===== src/rtl/id_ex_stage_pkg.sv =====
//==============================================================================
// Module      : id_ex_stage_pkg
// Description : Shared control-word layout, instruction field bounds and the
//               bubble constant for the ID/EX pipeline register.
// Revision    : 1.0 - initial release
//==============================================================================
`default_nettype none

package id_ex_stage_pkg;

    localparam int CTRL_W      = 8;
    localparam int INSTR_W     = 32;
    localparam int REG_FIELD_W = 5;
    localparam int IMM_W       = 16;

    // Bit positions inside the packed control word
    localparam int CTRL_REG_WRITE  = 7;
    localparam int CTRL_MEM_READ   = 6;
    localparam int CTRL_MEM_WRITE  = 5;
    localparam int CTRL_MEM_TO_REG = 4;
    localparam int CTRL_ALU_SRC    = 3;
    localparam int CTRL_REG_DST    = 2;
    localparam int CTRL_ALU_OP_HI  = 1;
    localparam int CTRL_ALU_OP_LO  = 0;

    // Instruction field bounds
    localparam int RS_HI  = 25;
    localparam int RS_LO  = 21;
    localparam int RT_HI  = 20;
    localparam int RT_LO  = 16;
    localparam int RD_HI  = 15;
    localparam int RD_LO  = 11;
    localparam int IMM_HI = 15;
    localparam int IMM_LO = 0;

    typedef struct packed {
        logic       regWrite;
        logic       memRead;
        logic       memWrite;
        logic       memToReg;
        logic       aluSrc;
        logic       regDst;
        logic [1:0] aluOp;
    } ctrl_t;

    localparam ctrl_t CTRL_BUBBLE = '0;

    function automatic logic [REG_FIELD_W-1:0] instrRs(input logic [INSTR_W-1:0] instr);
        return instr[RS_HI:RS_LO];
    endfunction

    function automatic logic [REG_FIELD_W-1:0] instrRt(input logic [INSTR_W-1:0] instr);
        return instr[RT_HI:RT_LO];
    endfunction

    function automatic logic [REG_FIELD_W-1:0] instrRd(input logic [INSTR_W-1:0] instr);
        return instr[RD_HI:RD_LO];
    endfunction

endpackage

`default_nettype wire


===== src/rtl/id_ex_stage_if.sv =====
//==============================================================================
// Module      : id_ex_stage_if
// Description : Decode-side inputs and EX-side registered outputs of the
//               ID/EX stage; master drives decode, slave is the stage itself.
// Revision    : 1.0 - initial release
//==============================================================================
`default_nettype none

interface id_ex_stage_if
    import id_ex_stage_pkg::*;
#(
    parameter int DATA_W     = 32,
    parameter int REG_ADDR_W = 5
);

    logic                  valid_in;
    logic [INSTR_W-1:0]    instr_in;
    logic [DATA_W-1:0]     pc_plus4_in;
    logic [DATA_W-1:0]     readData1;
    logic [DATA_W-1:0]     readData2;
    logic [CTRL_W-1:0]     ctrl_in;
    logic                  flush_in;
    logic                  wb_regWrite;
    logic [REG_ADDR_W-1:0] wb_writeReg;
    logic [DATA_W-1:0]     wb_writeData;

    logic                  stall_out;
    logic                  ex_valid;
    logic [CTRL_W-1:0]     ex_ctrl;
    logic [DATA_W-1:0]     ex_data1;
    logic [DATA_W-1:0]     ex_data2;
    logic [DATA_W-1:0]     ex_imm;
    logic [DATA_W-1:0]     ex_pc_plus4;
    logic [REG_ADDR_W-1:0] ex_rs;
    logic [REG_ADDR_W-1:0] ex_rt;
    logic [REG_ADDR_W-1:0] ex_rd;

    modport master (
        output valid_in, instr_in, pc_plus4_in, readData1, readData2, ctrl_in,
               flush_in, wb_regWrite, wb_writeReg, wb_writeData,
        input  stall_out, ex_valid, ex_ctrl, ex_data1, ex_data2, ex_imm,
               ex_pc_plus4, ex_rs, ex_rt, ex_rd
    );

    modport slave (
        input  valid_in, instr_in, pc_plus4_in, readData1, readData2, ctrl_in,
               flush_in, wb_regWrite, wb_writeReg, wb_writeData,
        output stall_out, ex_valid, ex_ctrl, ex_data1, ex_data2, ex_imm,
               ex_pc_plus4, ex_rs, ex_rt, ex_rd
    );

endinterface

`default_nettype wire


===== src/rtl/id_ex_stage_hazard_detect.sv =====
//==============================================================================
// Module      : hazard_detect
// Description : Load-use hazard detector; flags a decode instruction that
//               reads the destination of a load currently in EX.
// Revision    : 1.0 - initial release
//==============================================================================
`default_nettype none

module hazard_detect #(
    parameter int REG_ADDR_W = 5
) (
    input  wire logic                  i_validIn,
    input  wire logic                  i_exValid,
    input  wire logic                  i_exMemRead,
    input  wire logic [REG_ADDR_W-1:0] i_exRt,
    input  wire logic [REG_ADDR_W-1:0] i_rs,
    input  wire logic [REG_ADDR_W-1:0] i_rt,
    output logic                       o_stall
);

    logic w_rtNonZero;
    logic w_srcMatch;

    // A load into r0 never produces a value anyone can depend on
    assign w_rtNonZero = (i_exRt != '0);
    assign w_srcMatch  = (i_exRt == i_rs) || (i_exRt == i_rt);
    assign o_stall     = i_validIn & i_exValid & i_exMemRead & w_rtNonZero & w_srcMatch;

endmodule

`default_nettype wire


===== src/rtl/id_ex_stage.sv =====
//==============================================================================
// Module      : id_ex_stage
// Description : ID/EX pipeline register with load-use stall, flush and r0
//               operand zeroing. Optional macro ID_EX_WB_BYPASS_EN forwards
//               the write-back port into the captured operands.
// Revision    : 1.0 - initial release
//==============================================================================
`default_nettype none

module id_ex_stage
    import id_ex_stage_pkg::*;
#(
    parameter int DATA_W     = 32,
    parameter int REG_ADDR_W = 5
) (
    input  wire logic     clock_in,
    input  wire logic     reset_n,
    id_ex_stage_if.slave  bus
);

    logic [REG_ADDR_W-1:0] w_rs;
    logic [REG_ADDR_W-1:0] w_rt;
    logic [REG_ADDR_W-1:0] w_rd;
    logic [DATA_W-1:0]     w_imm;
    logic [DATA_W-1:0]     w_src1;
    logic [DATA_W-1:0]     w_src2;
    logic [DATA_W-1:0]     w_op1;
    logic [DATA_W-1:0]     w_op2;
    logic                  w_stall;
    logic                  w_bubble;
    logic                  w_unusedBits;

    assign w_rs  = REG_ADDR_W'(instrRs(bus.instr_in));
    assign w_rt  = REG_ADDR_W'(instrRt(bus.instr_in));
    assign w_rd  = REG_ADDR_W'(instrRd(bus.instr_in));
    assign w_imm = {{(DATA_W-IMM_W){bus.instr_in[IMM_HI]}}, bus.instr_in[IMM_HI:IMM_LO]};

`ifdef ID_EX_WB_BYPASS_EN
    logic w_wbHit1;
    logic w_wbHit2;

    assign w_wbHit1 = bus.wb_regWrite && (bus.wb_writeReg != '0) && (bus.wb_writeReg == w_rs);
    assign w_wbHit2 = bus.wb_regWrite && (bus.wb_writeReg != '0) && (bus.wb_writeReg == w_rt);
    assign w_src1   = w_wbHit1 ? bus.wb_writeData : bus.readData1;
    assign w_src2   = w_wbHit2 ? bus.wb_writeData : bus.readData2;
    assign w_unusedBits = ^bus.instr_in[INSTR_W-1:RS_HI+1];
`else
    assign w_src1 = bus.readData1;
    assign w_src2 = bus.readData2;
    assign w_unusedBits = ^{bus.instr_in[INSTR_W-1:RS_HI+1], bus.wb_regWrite,
                            bus.wb_writeReg, bus.wb_writeData};
`endif

    // r0 reads as zero even if a stale or forwarded value is present
    assign w_op1 = (w_rs == '0) ? '0 : w_src1;
    assign w_op2 = (w_rt == '0) ? '0 : w_src2;

    hazard_detect #(
        .REG_ADDR_W (REG_ADDR_W)
    ) u_hazard_detect (
        .i_validIn   (bus.valid_in),
        .i_exValid   (bus.ex_valid),
        .i_exMemRead (bus.ex_ctrl[CTRL_MEM_READ]),
        .i_exRt      (bus.ex_rt),
        .i_rs        (w_rs),
        .i_rt        (w_rt),
        .o_stall     (w_stall)
    );

    assign bus.stall_out = w_stall;
    assign w_bubble      = bus.flush_in | w_stall | ~bus.valid_in;

    always_ff @(posedge clock_in or negedge reset_n) begin
        if (!reset_n) begin
            bus.ex_valid    <= 1'b0;
            bus.ex_ctrl     <= CTRL_BUBBLE;
            bus.ex_data1    <= '0;
            bus.ex_data2    <= '0;
            bus.ex_imm      <= '0;
            bus.ex_pc_plus4 <= '0;
            bus.ex_rs       <= '0;
            bus.ex_rt       <= '0;
            bus.ex_rd       <= '0;
        end else if (w_bubble) begin
            bus.ex_valid    <= 1'b0;
            bus.ex_ctrl     <= CTRL_BUBBLE;
            bus.ex_data1    <= '0;
            bus.ex_data2    <= '0;
            bus.ex_imm      <= '0;
            bus.ex_pc_plus4 <= '0;
            bus.ex_rs       <= '0;
            bus.ex_rt       <= '0;
            bus.ex_rd       <= '0;
        end else begin
            bus.ex_valid    <= 1'b1;
            bus.ex_ctrl     <= bus.ctrl_in;
            bus.ex_data1    <= w_op1;
            bus.ex_data2    <= w_op2;
            bus.ex_imm      <= w_imm;
            bus.ex_pc_plus4 <= bus.pc_plus4_in;
            bus.ex_rs       <= w_rs;
            bus.ex_rt       <= w_rt;
            bus.ex_rd       <= w_rd;
        end
    end

endmodule

`default_nettype wire


===== src/flat_wrapper.sv =====
// flat-port wrapper written by rule: the top's interface ports become plain ports
module id_ex_stage_flat import id_ex_stage_pkg::*;
#(
    parameter int DATA_W     = 32,
    parameter int REG_ADDR_W = 5
)
  (clock_in, reset_n, bus_valid_in, bus_instr_in, bus_pc_plus4_in, bus_readData1, bus_readData2, bus_ctrl_in, bus_flush_in, bus_wb_regWrite, bus_wb_writeReg, bus_wb_writeData, bus_stall_out, bus_ex_valid, bus_ex_ctrl, bus_ex_data1, bus_ex_data2, bus_ex_imm, bus_ex_pc_plus4, bus_ex_rs, bus_ex_rt, bus_ex_rd);
  id_ex_stage_if #(.DATA_W(DATA_W), .REG_ADDR_W(REG_ADDR_W)) bus_i ();
  input  wire logic clock_in;
  input  wire logic reset_n;
  input wire logic [$bits(bus_i.valid_in)-1:0] bus_valid_in;
  input wire logic [$bits(bus_i.instr_in)-1:0] bus_instr_in;
  input wire logic [$bits(bus_i.pc_plus4_in)-1:0] bus_pc_plus4_in;
  input wire logic [$bits(bus_i.readData1)-1:0] bus_readData1;
  input wire logic [$bits(bus_i.readData2)-1:0] bus_readData2;
  input wire logic [$bits(bus_i.ctrl_in)-1:0] bus_ctrl_in;
  input wire logic [$bits(bus_i.flush_in)-1:0] bus_flush_in;
  input wire logic [$bits(bus_i.wb_regWrite)-1:0] bus_wb_regWrite;
  input wire logic [$bits(bus_i.wb_writeReg)-1:0] bus_wb_writeReg;
  input wire logic [$bits(bus_i.wb_writeData)-1:0] bus_wb_writeData;
  output wire logic [$bits(bus_i.stall_out)-1:0] bus_stall_out;
  output wire logic [$bits(bus_i.ex_valid)-1:0] bus_ex_valid;
  output wire logic [$bits(bus_i.ex_ctrl)-1:0] bus_ex_ctrl;
  output wire logic [$bits(bus_i.ex_data1)-1:0] bus_ex_data1;
  output wire logic [$bits(bus_i.ex_data2)-1:0] bus_ex_data2;
  output wire logic [$bits(bus_i.ex_imm)-1:0] bus_ex_imm;
  output wire logic [$bits(bus_i.ex_pc_plus4)-1:0] bus_ex_pc_plus4;
  output wire logic [$bits(bus_i.ex_rs)-1:0] bus_ex_rs;
  output wire logic [$bits(bus_i.ex_rt)-1:0] bus_ex_rt;
  output wire logic [$bits(bus_i.ex_rd)-1:0] bus_ex_rd;
  assign bus_i.valid_in = bus_valid_in;
  assign bus_i.instr_in = bus_instr_in;
  assign bus_i.pc_plus4_in = bus_pc_plus4_in;
  assign bus_i.readData1 = bus_readData1;
  assign bus_i.readData2 = bus_readData2;
  assign bus_i.ctrl_in = bus_ctrl_in;
  assign bus_i.flush_in = bus_flush_in;
  assign bus_i.wb_regWrite = bus_wb_regWrite;
  assign bus_i.wb_writeReg = bus_wb_writeReg;
  assign bus_i.wb_writeData = bus_wb_writeData;
  assign bus_stall_out = bus_i.stall_out;
  assign bus_ex_valid = bus_i.ex_valid;
  assign bus_ex_ctrl = bus_i.ex_ctrl;
  assign bus_ex_data1 = bus_i.ex_data1;
  assign bus_ex_data2 = bus_i.ex_data2;
  assign bus_ex_imm = bus_i.ex_imm;
  assign bus_ex_pc_plus4 = bus_i.ex_pc_plus4;
  assign bus_ex_rs = bus_i.ex_rs;
  assign bus_ex_rt = bus_i.ex_rt;
  assign bus_ex_rd = bus_i.ex_rd;
  id_ex_stage #(.DATA_W(DATA_W), .REG_ADDR_W(REG_ADDR_W)) u_core (.clock_in(clock_in), .reset_n(reset_n), .bus(bus_i));
endmodule

===== config.mk =====
export PLATFORM = sky130hd
export DESIGN_NAME = id_ex_stage_flat
export DESIGN_NICKNAME = d
export VERILOG_FILES = /design/src/rtl/id_ex_stage_pkg.sv /design/src/rtl/id_ex_stage_if.sv /design/src/rtl/id_ex_stage_hazard_detect.sv /design/src/rtl/id_ex_stage.sv /design/src/flat_wrapper.sv
export SDC_FILE = /design/constraint.sdc
export NUM_CORES = 1
export LEC_CHECK = 0
export ABC_AREA = 1
export BUFFER_PORTS_ARGS = -buffer_cell sky130_fd_sc_hd__buf_4
export CAP_MARGIN = 20
export CORE_ASPECT_RATIO = 2
export CORE_MARGIN = 8
export CORE_UTILIZATION = 30
export DETAILED_ROUTE_END_ITERATION = 6
export PLACE_DENSITY = 0.63
export SYNTH_ARGS = -nofsm -noshare
export SYNTH_HDL_FRONTEND = slang
export SYNTH_SLANG_ARGS = --single-unit

===== constraint.sdc =====
create_clock -name clock_in -period 1.8 [get_ports clock_in]
set_clock_uncertainty 0.1 [all_clocks]
set_input_delay 0 -clock clock_in [delete_from_list [all_inputs] [get_ports clock_in]]
set_output_delay 0 -clock clock_in [all_outputs]
set_load 0.005 [all_outputs]

==> results.tsv, run 1 <==
stage	metric	value	unit
place	place.detailed.hpwl	11960	um
setup_path	setup.worst_path.end_class	asynchronous set/reset pin	
setup_path	crit_required	2.29	ns
place	portBuffers	286	
setup_path	critPathKind	in2async	
cts	cts_sinks	131	
logic_synthesis	syn_inst	486	
cts	htree_levels	4	
setup_path	ff2ff_path_depth	10	
cts	clkLatencyLatePin	0.41	ns
floorplanning	initial_utilization	30.47	%
sta	hold_viol_final	0	
sta	slew_violations	0	
grt	gr-total-overflow	0	
routing	drt-wirelength-per-cell	17.23	um
place	pre_cts_ws	0.07830	ns
cells_and_area	antennaDiodeCount	0	
logic_synthesis	yosysUniqueCellTypes	11	
cells_and_area	nNetsFinal	1086	
floorplanning	num_rows	65	
floorplanning	die_w	105.1	um
sta	grt_setup_unrepaired	false	
grt	grt_pass1_vias	5205	
logic_synthesis	synth_seq_cells	131	
sta	maxSlewHeadroom	64.30	%
status	status	complete, no violations	
setup_path	arrival	2.14	ns
sta	period_needed	1.654	ns
cts	clock-root-buffer	clkbuf_16	
routing	via_count	4751	
floorplanning	core	15620	um^2
logic_synthesis	ys_warn_count	0	
logic_synthesis	synth_seq_area_share	68.89	%
worst_hold_path	min_path_cells	4	
cts	cts_tree	built	
sta	finalCritPeriodShare	91.86	%
routing	drt-total-wl	19330	um
pwr	vdd_drop_max	693.9	uV
routing	ant_nets	0	
routing	drc	0	
sta	fin_setup_tns	0	ns
job	drv_cap	0	
setup_path	path_max_fanout	44	
sta	fmaxAchievable	604.8	MHz
cts	path_clk_slew	0.06	ns
setup_path	critPathLaunchType	input port	
floorplanning	die-area	20390	um^2
sta	setup_viol_count_final	0	
logic_synthesis	netlist_area	4758	um^2
sta	finalWorstSetupSlack	0.1464	ns
grt	grt_max_degree	61	
grt	antenna_found_initial	0	
logic_synthesis	syn_nets	664	
pwr	powerDensity	840.5	nW/um^2
cts	cts_buffers	17	
cells_and_area	drive_above_1_share	37.57	%
cts	cts_buffer_depth	2	
routing	firstDrtPassIters	4	
place	gp_congestion	0.7675	
cells_and_area	n_fill_cell	1252	
logic_synthesis	syn_avg_cell_area	9.791	um^2
cells_and_area	area_growth	94.69	%
routing	drtIter0Drc	99	
floorplanning	pin_count	331	
worst_hold_path	min_path_type	in2reg	
grt	grt_pass1_wl	28260	um
routing	viasPerCell	4.234	
grt	grt_usage	17.64	%
pwr	p_leak	5.305	nW
floorplanning	die_y	194.1	um
sta	tightest_slew	0.5355	ns
==> what timing repair did <==
action,CTS,global route
endpoints found under the hold margin,262,0
buffers inserted,0,6
endpoints found under the setup margin,0,129
hold buffers,135,0
resized for setup,0,17
==> per-stage QoR <==
stage / instance area (um^2) / util [%] / hold slack, ns / power (mW) / std cells
finish: 9264 / 59.33 / 0.2572 / 7.786 / 1122
global placement: 6995 / 44.80 / -0.1261 / 3.924 / 939
global route: 9264 / 59.33 / 0.2553 / 8.099 / 1122
floorplan: 4758 / - / -0.3956 / 3.382 / 486
detailed placement: 6995 / 44.80 / -0.1267 / 3.936 / 939
CTS: 8960 / 57.38 / 0.2255 / 7.785 / 1106
==> cells in the final DEF, fill, tap and decap left out <==
cell           instances
buf_16                 1
nor3_1                 2
clkbuf_1               2
dlygate4sd3_1        135
nand4_1                2
clkinvlp_4             3
dfrtp_1              131
clkbuf_8               2
xnor2_1                2
nor2_2                 3
inv_6                  1
inv_2                  1
clkinv_2               1
clkbuf_16             23
nand2_1               87
bufinv_16              3
nand2_4                1
inv_1                 75
nand3_1                4
buf_4                292
nor2_1               135
clkinv_4               3
nand2_2                1
buf_6                  4
buf_12                 7
==> worst paths after layout <==
| path | from | end | slack (ns) |
|---|---|---|---|
| worst max-delay path | reset_n | u_core.bus.ex_imm[1] | 0.15 |
| worst max register to register | u_core.bus.ex_rt[0] | u_core.bus.ex_pc_plus4[2] | 0.16 |
| min in group asynchronous | reset_n | u_core.bus.ex_data2[21] | 0.51 |
| max in group clock_in | u_core.bus.ex_rt[0] | u_core.bus.ex_pc_plus4[2] | 0.16 |
| worst min register to register | u_core.bus.ex_ctrl[6] | u_core.bus.ex_valid | 0.82 |
| worst min-delay path | bus_instr_in[9] | u_core.bus.ex_imm[9] | 0.26 |
==> Yosys cell counts <==
cell type / number / share of area (%)
nor2_1: 138 / 11
dfrtp_1: 131 / 69
nand2_1: 89 / 7.0
inv_1: 76 / 6.0
buf_4: 32 / 5.0
clkbuf_1: 6 / 0.47
buf_2: 4 / 0.42
nand3_1: 4 / 0.42
nand4_1: 2 / 0.26
nor3_1: 2 / 0.21
xnor2_1: 2 / 0.37
==> cells by family (layout without fill, tap and decap cells) <==
| group | after synthesis | in the layout | share of synthesized area [%] |
|---|---|---|---|
| xor gates and xnor gates | 2 | 2 | 0.3682 |
| buffers and inverters | 118 | 553 | 11.94 |
| DFF | 131 | 131 | 68.89 |
| and+or+nand+nor | 235 | 235 | 18.80 |
==> power by group <==
part / internal [mW] / switching (mW)
Sequential: 3.06 / 0.0489
Clock: 2.26 / 1.30
Combinational: 0.675 / 0.440
Total: 6.00 / 1.79
==> layer usage <==
layer  share of wire, %  global-route usage, %  wire, um
met5                  0                      0         0
met4                1.8                  6.283       348
met3                 12                  9.188      2284
met2                 48                  28.20      9203
met1                 39                  19.48      7494
==> sequential cells by signal (all words and copies together), names as in the netlist <==
signal	cells
u_core.bus.ex_data1	32
u_core.bus.ex_data2	32
u_core.bus.ex_pc_plus4	32
u_core.bus.ex_imm	16
u_core.bus.ex_ctrl	8
u_core.bus.ex_rs	5
u_core.bus.ex_rt	5
u_core.bus.ex_valid	1
==> cell type report <==
| type | instances | area, um^2 | share of cell area (%) |
|---|---|---|---|
| clock buffers | 21 | 460.4 | 4.970 |
| clock inverters | 11 | 152.6 | 1.648 |
| inverters | 76 | 285.3 | 3.079 |
| multi-input cells | 237 | 929.6 | 10.04 |
| flip-flops and latches | 131 | 3278 | 35.39 |
| well taps | 201 | 251.5 | 2.715 |
| repair buffers | 445 | 3906 | 42.17 |
==> worst max-delay path: stages <==
cell,delay (ns)
dlygate4sd3_1,0.52
dlygate4sd3_1,0.61
buf_12,0.27
dlygate4sd3_1,0.74
Note: power is estimated with default switching activity, not from simulation.
==> run 2: changes to the inputs <==
CELL_PAD_IN_SITES_DETAIL_PLACEMENT = 1   (was unset)
CELL_PAD_IN_SITES_GLOBAL_PLACEMENT = 2   (was unset)
CORE_UTILIZATION = 22   (was 30)
PLACE_DENSITY = 0.82   (was 0.63)
==> run 2 against run 1 <==
- sequential cell count did not move
- fmax shrank 1.5%
- via count is 1.8% lower
- die area is 32% higher
- setup slack got worse by 0.025 ns
- cell count up 5.7%
- hold slack got worse by 0.23 ns
- cell area shrank 1.3%
- routed wire length grew 9.5%
- combinational power down 4%
- critical endpoint is now bus_stall_out
- largest power group unchanged
==> results.tsv, run 2 (synthesis results as in run 1) <==
stage	metric	value	unit	change
routing	via_count	4664		was 4751
sta	maxSlewHeadroom	62.43	%	was 64.30%
cells_and_area	layout_commonest_cell	buf_4		unchanged
routing	viasPerCell	3.933		was 4.234
routing	drtIter0Drc	106		was 99
routing	drc	0		unchanged
cells_and_area	area_growth	92.14	%	was 94.69%
routing	ant_nets	0		unchanged
cts	clkLatencyLatePin	0.42	ns	was 0.41 ns
grt	antenna_found_initial	1		was 0
setup_path	setup.worst_path.end_class	primary output		was asynchronous set/reset pin
sta	period_needed	1.679	ns	was 1.654 ns
sta	slew_violations	0		unchanged
status	status	complete, no violations		unchanged
routing	firstDrtPassIters	4		unchanged
place	place.detailed.hpwl	14330	um	was 11960 um
cells_and_area	top_regs	u_core.bus.ex_data1: 32 flops, u_core.bus.ex_data2: 32 flops, u_core.bus.ex_pc_plus4: 32 flops		unchanged
pwr	vdd_drop_max	585.6	uV	was 693.9 uV
floorplanning	die_w	120.0	um	was 105.1 um
floorplanning	die_y	224.0	um	was 194.1 um
pwr	power	7.538	mW	was 7.786 mW
floorplanning	num_rows	76		was 65
cts	cts_buffer_depth	2		unchanged
setup_path	arrival	1.58	ns	was 2.14 ns
grt	grt_pass1_wl	31940	um	was 28260 um
sta	fmaxAchievable	595.7	MHz	was 604.8 MHz
pwr	p_leak	5.204	nW	was 5.305 nW
grt	gr-total-overflow	0		unchanged
place	gp_congestion	0.7514		was 0.7675
cts	clock-root-buffer	clkbuf_16		unchanged
cts	cts_sinks	131		unchanged
floorplanning	die-area	26880	um^2	was 20390 um^2
grt	grt_pass1_vias	5499		was 5205
setup_path	critPathKind	reg2out		was in2async
cts	cts_tree	built		unchanged
worst_hold_path	min_path_type	in2reg		unchanged
setup_path	crit_required	1.70	ns	was 2.29 ns
job	drv_cap	0		unchanged
sta	hold_viol_final	0		unchanged
grt	grt_max_degree	46		was 61
cts	path_clk_slew	0.06	ns	about the same
sta	tightest_slew	0.5636	ns	was 0.5355 ns
sta	finalCritPeriodShare	93.26	%	was 91.86%
place	portBuffers	286		unchanged
sta	setup_viol_count_final	0		unchanged
setup_path	path_max_fanout	4		was 44
cts	htree_levels	4		unchanged
floorplanning	pin_count	331		unchanged
cts	cts_buffers	17		unchanged
cells_and_area	mostFrequentLayoutCells	295 x buf_4, 136 x nor2_1, 133 x dlygate4sd3_1		was 292 x buf_4, 135 x nor2_1, 135 x dlygate4sd3_1
routing	drt-wirelength-per-cell	17.85	um	was 17.23 um
floorplanning	core	21400	um^2	was 15620 um^2
routing	drt-total-wl	21170	um	was 19330 um
cells_and_area	drive_above_1_share	37.50	%	was 37.57%
grt	grt_usage	15.82	%	was 17.64%
sta	hold_ws	0.03162	ns	was 0.2572 ns
floorplanning	initial_utilization	22.24	%	was 30.47%
pwr	powerDensity	824.5	nW/um^2	was 840.5 nW/um^2
cells_and_area	nNetsFinal	1078		was 1086
setup_path	critPathLaunchType	flip-flop		was input port
run 2: worst max-delay path: stages, from the launching register on:
cell     delay, ns
dfrtp_1       0.42
buf_4         0.15
xnor2_1       0.14
nand3_1       0.09
nand2_1       0.08
nand2_2       0.09
inv_1         0.07
buf_4         0.11
run 2: layout make-up:
type | count | area, um^2
fill | 2407 | 12250
timing repair buffer | 437 | 3727
sequential | 131 | 3281
multi-input combinational | 237 | 935.9
clock buffer | 20 | 466.7
tap | 273 | 341.6
inverter | 76 | 285.3
clock inverter | 11 | 102.6
antenna | 1 | 2.502
run 2: layer usage:
layer	vias up	wire length, um	GRT usage (%)
li1	2196	-	-
met1	2256	6869	14.17
met2	173	12150	30.17
met3	39	1420	5.322
met4	0	723	8.232
met5	-	0	0
run 2: final timing paths:
check,from,end,slack (ns),cells past startpoint
min in group asynchronous,reset_n,u_core.bus.ex_data2[22],0.54,3
max reg2reg,u_core.bus.ex_rt[0],u_core.bus.ex_pc_plus4[5],0.14,10
max in group asynchronous,reset_n,u_core.bus.ex_data2[4],0.35,4
min,bus_flush_in,u_core.bus.ex_data1[31],0.03,5
max,u_core.bus.ex_rt[4],bus_stall_out,0.12,7
min reg2reg,u_core.bus.ex_valid,u_core.bus.ex_data1[31],0.94,6
run 2: per-stage QoR:
step / area (um^2) / utilization [%] / cells / setup slack [ns] / setup TNS [ns]
after floorplan: 4758 / - / 486 / 0.3308 / 0
after global placement: 7156 / 33.44 / 1017 / 0.1186 / 0
after detailed placement: 7156 / 33.44 / 1017 / 0.1033 / 0
after CTS: 9056 / 42.33 / 1181 / 0.08450 / 0
after global routing: 9143 / 42.73 / 1186 / -0.001380 / -0.001380
final: 9143 / 42.73 / 1186 / 0.1214 / 0
run 2: where the power goes:
| group | switching, mW | internal (mW) |
|---|---|---|
| logic | 0.441 | 0.641 |
| clock network | 1.34 | 2.01 |
| registers | 0.0469 | 3.06 |
| total | 1.83 | 5.71 |
run 2: timing repair:
item,in CTS,in global routing
gates resized for setup,0,7
buffers inserted,0,2
hold buffers,133,0
endpoints found under the setup margin,0,41
hold endpoints to repair,261,0
==> run 3: changes to the inputs <==
CORE_UTILIZATION = 20   (was 22)
PLACE_DENSITY = 0.78   (was 0.82)
clock period = 1.5 ns   (was 1.8 ns; I/O delays follow)
==> run 3 against run 2 <==
- sequential cell count did not move
- cell count is 2.4% higher
- non-clock buffer count up 12
- critical path depth increased by 3
- setup slack worse by 0.29 ns
- highest routed layer unchanged
- global-route usage shrank 1.6 points
- the flow now finishes with violations (negative setup slack)
- utilization decreased by 2.5 points
- clock-buffer cell count shrank 2
- routed wire length up 6.5%
==> results.tsv, run 3 (synthesis results as in run 1) <==
stage	metric	value	unit	change
cts	cts_tree	built		unchanged
setup_path	critPathLaunchType	flip-flop		unchanged
sta	fmaxAchievable	597.7	MHz	
routing	drt-wirelength-per-cell	18.58	um	was 17.85 um
cts	cts_buffers	17		unchanged
sta	setup_viol_count_final	130		was 0
grt	gr-total-overflow	0		unchanged
grt	grt_max_degree	62		was 46
place	place.detailed.hpwl	14000	um	was 14330 um
job	drv_cap	0		unchanged
place	portBuffers	286		unchanged
routing	ant_nets	0		unchanged
floorplanning	core	23620	um^2	was 21400 um^2
place	gp_congestion	0.7425		was 0.7514
routing	drc	0		unchanged
sta	maxSlewHeadroom	59.24	%	was 62.43%
worst_hold_path	min_path_type	in2reg		unchanged
routing	via_count	4872		was 4664
sta	hold_viol_final	0		unchanged
cts	clock-root-buffer	clkbuf_16		unchanged
setup_path	crit_required	1.71	ns	was 1.70 ns
grt	grt_pass1_vias	5566		was 5499
floorplanning	die-area	29280	um^2	was 26880 um^2
cells_and_area	mostFrequentLayoutCells	301 x buf_4, 134 x dlygate4sd3_1, 127 x dfrtp_1		was 295 x buf_4, 136 x nor2_1, 133 x dlygate4sd3_1
pwr	powerDensity	995.7	nW/um^2	was 824.5 nW/um^2
routing	viasPerCell	4.013		was 3.933
sta	period_needed	1.673	ns	
floorplanning	num_rows	80		was 76
pwr	vdd_drop_max	674.9	uV	was 585.6 uV
routing	drt-total-wl	22550	um	was 21170 um
setup_path	arrival	1.89	ns	was 1.58 ns
sta	hold_ws	0.2446	ns	was 0.03162 ns
status	status	finished with violations		was complete, no violations
grt	antenna_found_initial	1		unchanged
cts	clkLatencyLatePin	0.42	ns	about the same
cells_and_area	n_fill_cell	2600		was 2407
cells_and_area	nNetsFinal	1091		was 1078
sta	finalCritPeriodShare	111.5	%	
setup_path	path_max_fanout	21		was 4
sta	tightest_slew	0.6092	ns	was 0.5636 ns
grt	grt_usage	14.24	%	was 15.82%
pwr	p_leak	5.311	nW	was 5.204 nW
cts	cts_buffer_depth	2		unchanged
floorplanning	die_y	234.1	um	was 224.0 um
sta	grt_setup_unrepaired	true		
routing	drtIter0Drc	183		was 106
cells_and_area	area_growth	99.79	%	was 92.14%
grt	use_met2	24.00	%	was 30.17%
pwr	power	9.466	mW	was 7.538 mW
cts	cts_sinks	131		unchanged
floorplanning	die_w	125.1	um	was 120.0 um
cts	path_clk_slew	0.06	ns	about the same
place	dpl.cell_count	1033		was 1017
cells_and_area	seqCellArea	3283	um^2	was 3281 um^2
status	violations	negative setup slack		
cells_and_area	multi_input_area	1090	um^2	was 935.9 um^2
sta	finalWorstSetupSlack	-0.1730	ns	was 0.1214 ns
cts	htree_levels	4		unchanged
floorplanning	initial_utilization	20.14	%	was 22.24%
cells_and_area	layout_commonest_cell	buf_4		unchanged
setup_path	critPathKind	reg2reg		was reg2out
routing	firstDrtPassIters	4		unchanged
grt	grtUsageMet3	8.609	%	was 5.322%
sta	slew_violations	0		unchanged
cells_and_area	drive_above_1_share	42.76	%	was 37.50%
grt	use_met1	14.07	%	was 14.17%
cells_and_area	top_regs	u_core.bus.ex_data1: 32 flops, u_core.bus.ex_data2: 32 flops, u_core.bus.ex_pc_plus4: 32 flops		unchanged
grt	busiest_layer	met2		unchanged
floorplanning	pin_count	331		unchanged
grt	grt_pass1_wl	31710	um	was 31940 um
cells_and_area	stdcell_count	1214		was 1186
setup_path	setup.worst_path.end_class	flip-flop		was primary output
run 3: cell count changes in the layout (fill, tap and decap cells not counted), moves of 3 or more:
cell and delta:
nor2_1 -31, nor2_2 +21, nor2_4 +10, buf_4 +6, inv_1 -5, clkbuf_16 +4
inv_2 +4, nand2_1 -4, buf_6 +3, clkbuf_8 -3, nand2_2 +3
run 3: cell type report:
type	instances	area share, %
Sequential cell	131	34.54
Inverter	76	3.027
Clock inverter	14	1.882
Tap cell	287	3.777
Clock buffer	18	4.514
Timing Repair Buffer	449	40.77
Multi-Input combinational cell	238	11.46
Antenna cell	1	0.02632
run 3: worst max-delay path, cell delays in order, from the launching register on:
cell,delay [ns]
dfrtp_1,0.44
inv_2,0.06
nand2_1,0.07
nand2_1,0.06
nor2_1,0.08
nand3_1,0.10
nand2_2,0.09
nand2_4,0.08
nand2_8,0.18
clkbuf_16,0.23
nor2_1,0.06
run 3: power by group:
group,total [mW],internal [mW],switching [mW]
registers,3.73,3.67,0.0613
logic,1.39,0.808,0.584
clock network,4.34,2.64,1.71
run 3: metrics by stage:
step | setup TNS (ns) | area, um^2 | setup slack [ns] | util (%)
2_1_floorplan | 0 | 4758 | 0.03082 | -
3_3_place_gp | -14.41 | 7163 | -0.1581 | 30.32
3_5_place_dp | -20.52 | 7163 | -0.2138 | 30.32
4_1_cts | -18.82 | 9139 | -0.2190 | 38.69
5_1_grt | -29.50 | 9507 | -0.2705 | 40.24
6_report | -17.24 | 9507 | -0.1730 | 40.24
run 3: layer usage:
layer,up-vias,wire length (um)
met5,-,0
met4,0,492
met3,26,2818
met2,281,10980
met1,2334,8261
li1,2231,-
run 3: path summary, 6_finish.rpt:
check | end | slack (ns) | depth (start not counted) | start
worst min-delay path | u_core.bus.ex_pc_plus4[27] | 0.24 | 4 | bus_pc_plus4_in[27]
max in group asynchronous | u_core.bus.ex_pc_plus4[18] | 0.16 | 4 | reset_n
min in group asynchronous | u_core.bus.ex_imm[11] | 0.50 | 3 | reset_n
worst max register to register | u_core.bus.ex_data2[12] | -0.17 | 10 | u_core.bus.ex_rt[3]
worst min register to register | u_core.bus.ex_data1[13] | 0.88 | 6 | u_core.bus.ex_valid
worst max-delay path | u_core.bus.ex_data2[12] | -0.17 | 10 | u_core.bus.ex_rt[3]
run 3: repair_timing:
item | in CTS | in global routing
hold endpoints to repair | 261 | 0
resized for setup | 5 | 58
pin swaps | 6 | 10
gates cloned | 0 | 8
endpoints found under the setup margin | 148 | 132
hold buffers | 134 | 0
buffers inserted | 2 | 4
